`config.mk`:
```
export PLATFORM = sky130hd
export DESIGN_NAME = data_mem_arbiter
export DESIGN_NICKNAME = d
export VERILOG_FILES = /design/src/rtl/data_mem_arbiter.sv
export SDC_FILE = /design/constraint.sdc
export NUM_CORES = 1
export LEC_CHECK = 0
export CELL_PAD_IN_SITES_DETAIL_PLACEMENT = 0
export CELL_PAD_IN_SITES_GLOBAL_PLACEMENT = 1
export CORE_MARGIN = 2
export CORE_UTILIZATION = 28
export DETAILED_ROUTE_END_ITERATION = 8
export PLACE_DENSITY_LB_ADDON = 0.1
export REMOVE_ABC_BUFFERS = 1
export SETUP_SLACK_MARGIN = 0.4
export SLEW_MARGIN = 0
export SYNTH_ARGS = -nofsm -noshare
export SYNTH_HDL_FRONTEND = slang
export SYNTH_SLANG_ARGS = --single-unit
```
`constraint.sdc`:
```
create_clock -name clk -period 1.5 [get_ports clk]
set_input_delay 0.3 -clock clk [delete_from_list [all_inputs] [get_ports clk]]
set_output_delay 0.3 -clock clk [all_outputs]
set_load 0.03 [all_outputs]
```
`src/rtl/data_mem_arbiter.sv`:
```
// data_mem_arbiter: two-port arbiter in front of a single-ported data memory.
//
// Each requester raises pX_req and holds it until pX_ack. A grant is taken only
// in the idle state. The granted request spends one cycle in the access state,
// where the memory strobes are driven, and one cycle in the response state,
// where the one-cycle ack is issued. At most one transaction completes every
// three cycles.
//
// Configuration:
//   DMEM_ARB_RR_EN  defined   -> round-robin on a tie (the port not granted last wins)
//                   undefined -> fixed priority, port 0 wins every tie
//
// Ports:
//   clk, rst                   clock, synchronous active-high reset
//   pX_req/we/addr/wdata       requester X (X = 0, 1) request, direction, address, data
//   pX_ack, pX_rdata           requester X completion pulse and read-data register
//   mem_read, mem_write        one-cycle strobes to the data memory
//   mem_addr, mem_wdata        latched address and write data to the data memory
//   mem_rdata                  read data from the data memory (valid while mem_read)
//   busy                       high whenever a transaction is in progress
module data_mem_arbiter #(
  parameter int unsigned W = 32,
  parameter int unsigned N = 5
) (
  input  logic         clk,
  input  logic         rst,
  input  logic         p0_req,
  input  logic         p0_we,
  input  logic [N-1:0] p0_addr,
  input  logic [W-1:0] p0_wdata,
  output logic         p0_ack,
  output logic [W-1:0] p0_rdata,
  input  logic         p1_req,
  input  logic         p1_we,
  input  logic [N-1:0] p1_addr,
  input  logic [W-1:0] p1_wdata,
  output logic         p1_ack,
  output logic [W-1:0] p1_rdata,
  output logic         mem_read,
  output logic         mem_write,
  output logic [N-1:0] mem_addr,
  output logic [W-1:0] mem_wdata,
  input  logic [W-1:0] mem_rdata,
  output logic         busy
);

  typedef enum logic [1:0] {StIdle, StAccess, StResp} state_e;

  state_e         state_q, state_d;
  logic           load;       // take a grant this cycle
  logic           win;        // winning port id (0 or 1)
  logic           grant_q;    // port id of the transaction in flight
  logic           we_q;
  logic [N-1:0]   addr_q;
  logic [W-1:0]   wdata_q;
  logic [W-1:0]   rdata0_q, rdata1_q;

`ifdef DMEM_ARB_RR_EN
  logic           last_q;     // port granted most recently; reset to 1 so port 0 wins first tie

  always_comb begin
    if (p0_req && p1_req) begin
      win = ~last_q;
    end else begin
      win = p1_req & ~p0_req;
    end
  end
`else
  always_comb begin
    win = ~p0_req;
  end
`endif

  always_comb begin
    state_d = state_q;
    load    = 1'b0;
    unique case (state_q)
      StIdle: begin
        if (p0_req || p1_req) begin
          state_d = StAccess;
          load    = 1'b1;
        end
      end
      StAccess: state_d = StResp;
      StResp:   state_d = StIdle;
      default:  state_d = StIdle;
    endcase
  end

  always_ff @(posedge clk) begin
    if (rst) begin
      state_q  <= StIdle;
      grant_q  <= 1'b0;
      we_q     <= 1'b0;
      addr_q   <= '0;
      wdata_q  <= '0;
      rdata0_q <= '0;
      rdata1_q <= '0;
`ifdef DMEM_ARB_RR_EN
      last_q   <= 1'b1;
`endif
    end else begin
      state_q <= state_d;
      if (load) begin
        grant_q <= win;
        we_q    <= win ? p1_we    : p0_we;
        addr_q  <= win ? p1_addr  : p0_addr;
        wdata_q <= win ? p1_wdata : p0_wdata;
`ifdef DMEM_ARB_RR_EN
        last_q  <= win;
`endif
      end
      // Read data is valid only during the access cycle; capture it for the owner.
      if (state_q == StAccess && !we_q) begin
        if (grant_q) begin
          rdata1_q <= mem_rdata;
        end else begin
          rdata0_q <= mem_rdata;
        end
      end
    end
  end

  always_comb begin
    mem_read  = (state_q == StAccess) && !we_q;
    mem_write = (state_q == StAccess) && we_q;
    mem_addr  = addr_q;
    mem_wdata = wdata_q;
    p0_ack    = (state_q == StResp) && !grant_q;
    p1_ack    = (state_q == StResp) && grant_q;
    p0_rdata  = rdata0_q;
    p1_rdata  = rdata1_q;
    busy      = (state_q != StIdle);
  end

endmodule

```
==> impl_metrics.py, run 1 <==
metrics = {
    "status": {
        "run_status": "finished, violations left",
        "failed_checks": "setup timing",
    },
    "setup_path": {
        "worst_path_largest_cell_delay_ns": 0.33,
        "critical-path-top-delay-family": "buffers and inverters",
        "crit-reg2reg-launch": "state_q[1]$_SDFFE_PP0P_",
        "cp_num_cells": 8,
        "critical_path_class": "reg -> reg",
        "crit_fanout": 7,
        "critical_path.cell_chain": "buf_4 > nor2_4 > buf_4 > buf_6 > and2_4 > buf_6 > buf_16 > a211oi_2",
        "crit_arrival_ns": 1.73,
        "worst_case_register_to_register_setup_slack_ns": -0.02,
        "cp-end-kind": "register",
        "slowest_stage": "sky130_fd_sc_hd__dfxtp_2",
        "crit_buf_inv": 5,
        "worst-r2r-cell-count": 8,
        "worst_setup_path_start_kind": "register",
        "worst_r2r_endpoint": "mem_wdata[30]$_SDFFE_PP0P_",
        "worst_ep_required_time_ns": 1.72,
    },
    "global_route": {
        "grt_remaining_overflow": 0,
        "via_count_of_the_first_global_routing_pass": 4524,
        "grt_start_max_net_pins": 64,
        "grt_usage": 0.183,
        "antenna_found_initial": 1,
        "global_route_wire_length_before_repair_mm": 23.2,
    },
    "timing": {
        "setup-violations-final": 6,
        "final_max_slew_viol_count": 0,
        "tightestPinTransition_ns": 0.379,
        "post_layout_minimum_cycle_time_ns": 1.52,
        "post_route_clock_skew_ns": 0.00492,
        "final.setup.worst_slack_ns": -0.0153,
        "achievable-frequency_mhz": 660,
        "final.hold.worst_slack_ns": 0.233,
        "fin_crit_sh": 1.01,
        "unrepaired_setup_endpoints_after_global_routing": "yes",
        "relSlewSlack": 0.747,
        "report.final.hold_viol_count": 0,
    },
    "clocking": {
        "clock_tree_from_tritoncts": "done",
        "cts_num_sinks": 105,
        "clockRootBuffer": "sky130_fd_sc_hd__clkbuf_16",
        "cts_made_buffers": 9,
        "clk_transition_reported_paths_ns": 0.07,
        "clock_tree.buffer_depth": 2,
        "cts_htree_levels": 3,
        "clk-insertion-delay-late_ns": 0.34,
        "cts_hold_buffers": 0,
    },
    "yosys": {
        "ys_ff_latch": 105,
        "post_synth_main_area_contributors": "sky130_fd_sc_hd__dfxtp_1 (50%), sky130_fd_sc_hd__a21oi_1 (12%), sky130_fd_sc_hd__nand2_1 (12%), sky130_fd_sc_hd__mux2i_1 (9.1%), sky130_fd_sc_hd__a211oi_1 (5.2%)",
        "ys_dominant_reg_cell": "sky130_fd_sc_hd__dfxtp_1",
        "ys_types": 22,
        "synth_top_area_share": 0.505,
        "syn_area_per_cell_um2": 8.80,
        "yosysSeqAreaShare": 0.505,
        "synth.most_common_cell": "sky130_fd_sc_hd__nand2_1",
        "syn_inst": 473,
        "postSynth.asyncResetShare": 0,
        "synth_commonest_cells": "sky130_fd_sc_hd__nand2_1 (128), sky130_fd_sc_hd__dfxtp_1 (105), sky130_fd_sc_hd__a21oi_1 (103), sky130_fd_sc_hd__mux2i_1 (38), sky130_fd_sc_hd__a211oi_1 (29)",
        "post_synth_edffs": 0,
        "synth_top_area_cell": "sky130_fd_sc_hd__dfxtp_1",
        "synthesis.area_um2": 4160,
        "ys.warnings.count": 0,
    },
    "layout": {
        "insertedDiodeCount": 0,
        "fill_cells": 1280,
        "final_core_utilization": 0.571,
        "fin_nets": 836,
        "final_cell_area_um2": 8290,
        "post_route_cells_drive_above_1_share": 0.539,
        "multi_input_area_um2": 2300,
        "seq_area_um2": 2230,
        "areaGrowthSynthToFinish_pct": 99.1,
    },
    "worst_hold_path": {
        "timing.hold.worst.class": "in -> reg",
        "hp-start": "rst",
        "min_delay_worst_endpoint": "mem_wdata[16]$_SDFFE_PP0P_",
        "min_path_cells": 2,
    },
    "place": {
        "placement.io_buffers": 217,
        "gpl.final_weighted_congestion": 0.751,
        "dpl.hpwl_mm": 9.31,
        "place_area_um2": 6620,
    },
    "power": {
        "total_leakage_power_nw": 3.42,
        "max-vdd-ir-drop_mv": 0.547,
        "power_density_nw_per_um2": 973,
    },
    "detailed_routing": {
        "route.antenna.remaining_nets": 0,
        "first_iter_violations": 137,
        "drc": 0,
        "detailroute.via_count": 4399,
        "drt-vias-per-instance": 4.82,
        "wl_mm": 15.6,
        "wl_per_cell_um": 17.1,
        "dr.pass1.iters": 4,
    },
    "floorplanning": {
        "die_w_um": 126,
        "rows": 44,
        "placeableCoreArea_um2": 14500,
        "starting_density_of_the_core": 0.287,
        "die_h_um": 126,
        "die_area_um2": 15900,
        "count_of_boundary_i_o_pins": 218,
    },
    "job": {
        "max-cap-violations": 0,
    },
}
## worst max path at each step
stage | startpoint | end
finish | state_q[1]$_SDFFE_PP0P_ | mem_wdata[30]$_SDFFE_PP0P_
global placement | p1_req | we_q$_SDFFE_PP0P_
floorplan | state_q[0]$_SDFFE_PP0P_ | p1_rdata[0]$_SDFFE_PP0P_
CTS | state_q[1]$_SDFFE_PP0P_ | mem_read
global route | state_q[1]$_SDFFE_PP0P_ | mem_wdata[2]$_SDFFE_PP0P_
detailed placement | p1_req | mem_wdata[30]$_SDFFE_PP0P_
## what timing repair did
action / CTS / global route
setup endpoints to repair: 210 / 210
gates cloned: 6 / 4
pin swaps: 24 / 18
gates resized for setup: 909 / 57
buffers inserted: 15 / 21
## placed cells by master (no fill, tap or decap), drive strengths merged
cell and count:
a211oi 39, a21oi 103, and2 1, and3b 1, buf 171, bufbuf 1, bufinv 2, clkbuf 12
clkdlybuf4s50 108, clkinv 4, clkinvlp 1, dfxtp 105, dlygate4sd2 1, inv 2, mux2i 38, nand2 128
nand2b 1, nand4bb 1, nor2 4, nor2b 1, nor3b 1, nor4b 1, nor4bb 1, or2 1
or4b 1
## metal layers
layer,GRT usage,part of all wire,up-vias
met1,0.208,0.41,2074
met4,0.0621,0.019,2
met5,0,0.00071,-
li1,-,-,2129
met2,0.312,0.49,172
met3,0.0743,0.087,22
## per-stage QoR
stage	power, mW	cells	setup TNS (ns)	setup slack [ns]
6_report	8.07	913	-0.0398	-0.0153
5_1_grt	8.40	913	-0.755	-0.0451
4_1_cts	7.97	888	-0.0164	-0.0136
3_5_place_dp	5.00	851	-7.40	-0.234
3_3_place_gp	4.98	851	-6.14	-0.181
2_1_floorplan	3.95	429	-128.51	-1.59
## power by group
part | switching (mW) | leakage (nW) | internal, mW | total [mW]
clock | 1.08 | 0.155 | 1.46 | 2.54
sequential | 0.143 | 0.902 | 3.02 | 3.16
combinational | 1.16 | 2.36 | 1.21 | 2.37
## layout make-up
class / count / area share
clock buffer: 9 / 0.0272
clock inverter: 7 / 0.0115
inverter: 2 / 0.00121
multi-input combinational: 322 / 0.277
sequential: 105 / 0.270
tap: 184 / 0.0278
timing repair buffer: 284 / 0.386
## kinds of logic after synthesis
logic type             Yosys count  synth area share
AOI/OAI and AO/OA              142             0.206
buffers and inverters           46            0.0577
DFF                            105             0.505
and+or+nand+nor                142             0.140
muxes                           38            0.0913
## registers in the layout, summed over array words and instances, names as in the netlist
register and count:
we_q 1, mem_wdata 32, state_q 2, p1_rdata 32, p0_rdata 32, mem_addr 5
grant_q 1
Power figures use the tool's default switching activity.
==> run 2: changes to the inputs <==
--- a/config.mk
+++ b/config.mk
@@ -7,6 +7,7 @@
 export LEC_CHECK = 0
 export CELL_PAD_IN_SITES_DETAIL_PLACEMENT = 0
 export CELL_PAD_IN_SITES_GLOBAL_PLACEMENT = 1
+export CORE_ASPECT_RATIO = 1.2
 export CORE_MARGIN = 2
 export CORE_UTILIZATION = 28
 export DETAILED_ROUTE_END_ITERATION = 8
==> impl_metrics.py, run 2 (synthesized netlist as in run 1, its figures left out) <==
metrics = {
    "setup_path": {
        "crit_buf_inv": 2,
        "slowest_stage": "sky130_fd_sc_hd__or4b_4",
        "critical_path.cell_chain": "buf_6 > or4b_4 > clkbuf_16 > nand2_2 > a21oi_2",
        "worst_setup_path_start_kind": "register",
        "crit_fanout": 8,
        "crit-reg2reg-launch": "state_q[1]$_SDFFE_PP0P_",
        "cp-end-kind": "register",
        "critical-path-top-delay-family": "simple AND/OR/NAND/NOR gates",
        "critical_path_class": "reg -> reg",
        "crit_arrival_ns": 1.71,
        "worst-r2r-cell-count": 5,
        "worst_case_register_to_register_setup_slack_ns": 0.006,
        "worst_ep_required_time_ns": 1.72,
        "worst_r2r_endpoint": "p0_rdata[15]$_SDFFE_PP0P_",
        "worst_path_largest_cell_delay_ns": 0.57,
    },
    "detailed_routing": {
        "drc": 0,
        "route.antenna.remaining_nets": 0,
        "detailroute.via_count": 4406,
        "wl_per_cell_um": 17.0,
        "met2_wirelength_mm": 8.02,
        "route.top_layer_used": "met4",
        "wl_mm": 16.0,
        "drt-vias-per-instance": 4.70,
        "metal3_wl_mm": 1.34,
        "dr.pass1.iters": 4,
        "m1WireLength_mm": 6.25,
        "first_iter_violations": 154,
    },
    "layout": {
        "post_route_cells_drive_above_1_share": 0.605,
        "fin_nets": 844,
        "insertedDiodeCount": 0,
        "leading_cell_type_in_the_layout_fill_and_taps_excluded": "sky130_fd_sc_hd__buf_6",
        "layout.cells.most_common_list": "sky130_fd_sc_hd__buf_6 (117), sky130_fd_sc_hd__clkdlybuf4s50_1 (108), sky130_fd_sc_hd__dfxtp_2 (99)",
        "areaGrowthSynthToFinish_pct": 106,
    },
    "timing": {
        "post_layout_minimum_cycle_time_ns": 1.49,
        "tightestPinTransition_ns": 0.368,
        "unrepaired_setup_endpoints_after_global_routing": "yes",
        "achievable-frequency_mhz": 669,
        "report.final.hold_viol_count": 0,
        "relSlewSlack": 0.755,
        "final_max_slew_viol_count": 0,
        "fin_tns_setup_ns": 0,
        "post_route_clock_skew_ns": 0.0109,
        "fin_crit_sh": 0.996,
        "setup-violations-final": 0,
    },
    "global_route": {
        "antenna_found_initial": 0,
        "grt_usage": 0.170,
        "global_route_wire_length_before_repair_mm": 21.0,
        "via_count_of_the_first_global_routing_pass": 4080,
        "grt_start_max_net_pins": 56,
        "grt_remaining_overflow": 0,
    },
    "floorplanning": {
        "die_area_um2": 15900,
        "die_w_um": 115,
        "count_of_boundary_i_o_pins": 218,
        "die_h_um": 138,
        "starting_density_of_the_core": 0.288,
        "rows": 48,
        "placeableCoreArea_um2": 14500,
    },
    "place": {
        "gpl.final_weighted_congestion": 0.737,
        "dpl.hpwl_mm": 9.49,
        "placement.io_buffers": 217,
    },
    "clocking": {
        "cts_hold_buffers": 0,
        "clock_tree.buffer_depth": 2,
        "clockRootBuffer": "sky130_fd_sc_hd__clkbuf_16",
        "cts_num_sinks": 105,
        "cts_htree_levels": 3,
        "clk_transition_reported_paths_ns": 0.07,
        "clk-insertion-delay-late_ns": 0.34,
        "clock_tree_from_tritoncts": "done",
        "cts_made_buffers": 9,
    },
    "power": {
        "design_power_total_mw": 7.83,
        "total_leakage_power_nw": 3.56,
        "power_density_nw_per_um2": 915,
        "max-vdd-ir-drop_mv": 0.454,
    },
    "worst_hold_path": {
        "min_delay_worst_endpoint": "mem_wdata[10]$_SDFFE_PP0P_",
        "hp-start": "rst",
        "min_path_cells": 2,
        "timing.hold.worst.class": "in -> reg",
    },
    "status": {
        "run_status": "finished clean",
    },
    "job": {
        "max-cap-violations": 0,
    },
}
## run 2: area by class of cell
| class | count | area (um2) |
|---|---|---|
| Clock buffer | 9 | 225 |
| Clock inverter | 7 | 53.8 |
| Fill cell | 1280 | 5910 |
| Inverter | 2 | 10.0 |
| Multi-Input combinational cell | 322 | 2530 |
| Sequential cell | 105 | 2250 |
| Tap cell | 200 | 250 |
| Timing Repair Buffer | 292 | 3250 |
## run 2: power by group
| part | internal, mW | switching, mW | leakage [nW] | total [mW] |
|---|---|---|---|---|
| sequential | 3.01 | 0.157 | 0.904 | 3.17 |
| clock | 1.14 | 1.09 | 0.140 | 2.23 |
| combinational | 1.23 | 1.20 | 2.52 | 2.43 |
## run 2: timing repair
item                                    4_1_cts  5_1_grt
endpoints found under the setup margin      210      210
gates resized for setup                     867      164
pin swaps                                    19       81
buffers inserted                             12       27
cloned                                        1       13
## run 2: per-layer routing
layer / vias to the layer above / global-route usage
li1: 2153 / -
met1: 2051 / 0.200
met2: 180 / 0.287
met3: 22 / 0.0616
met4: 0 / 0.0582
met5: - / 0
## run 2: worst max path at each step
| stage | from | end | depth (start not counted) |
|---|---|---|---|
| after floorplan | state_q[0]$_SDFFE_PP0P_ | p1_rdata[0]$_SDFFE_PP0P_ | 3 |
| after global placement | p1_req | mem_wdata[15]$_SDFFE_PP0P_ | 5 |
| after detailed placement | p1_req | mem_addr[1]$_SDFFE_PP0P_ | 5 |
| after CTS | state_q[1]$_SDFFE_PP0P_ | mem_read | 4 |
| after global routing | state_q[1]$_SDFFE_PP0P_ | p1_rdata[19]$_SDFFE_PP0P_ | 7 |
| final | state_q[1]$_SDFFE_PP0P_ | p0_rdata[15]$_SDFFE_PP0P_ | 5 |
## run 2: per-stage QoR
step                hold slack (ns)  utilization  setup slack, ns  cell area, um2  cells
floorplan                     0.365            -            -1.59            3930    429
global placement              0.441        0.458           -0.187            6630    868
detailed placement            0.446        0.458           -0.225            6630    868
CTS                           0.180        0.518          -0.0107            7500    897
global route                  0.190        0.591          -0.0487            8560    937
finish                        0.200        0.591          0.00593            8560    937
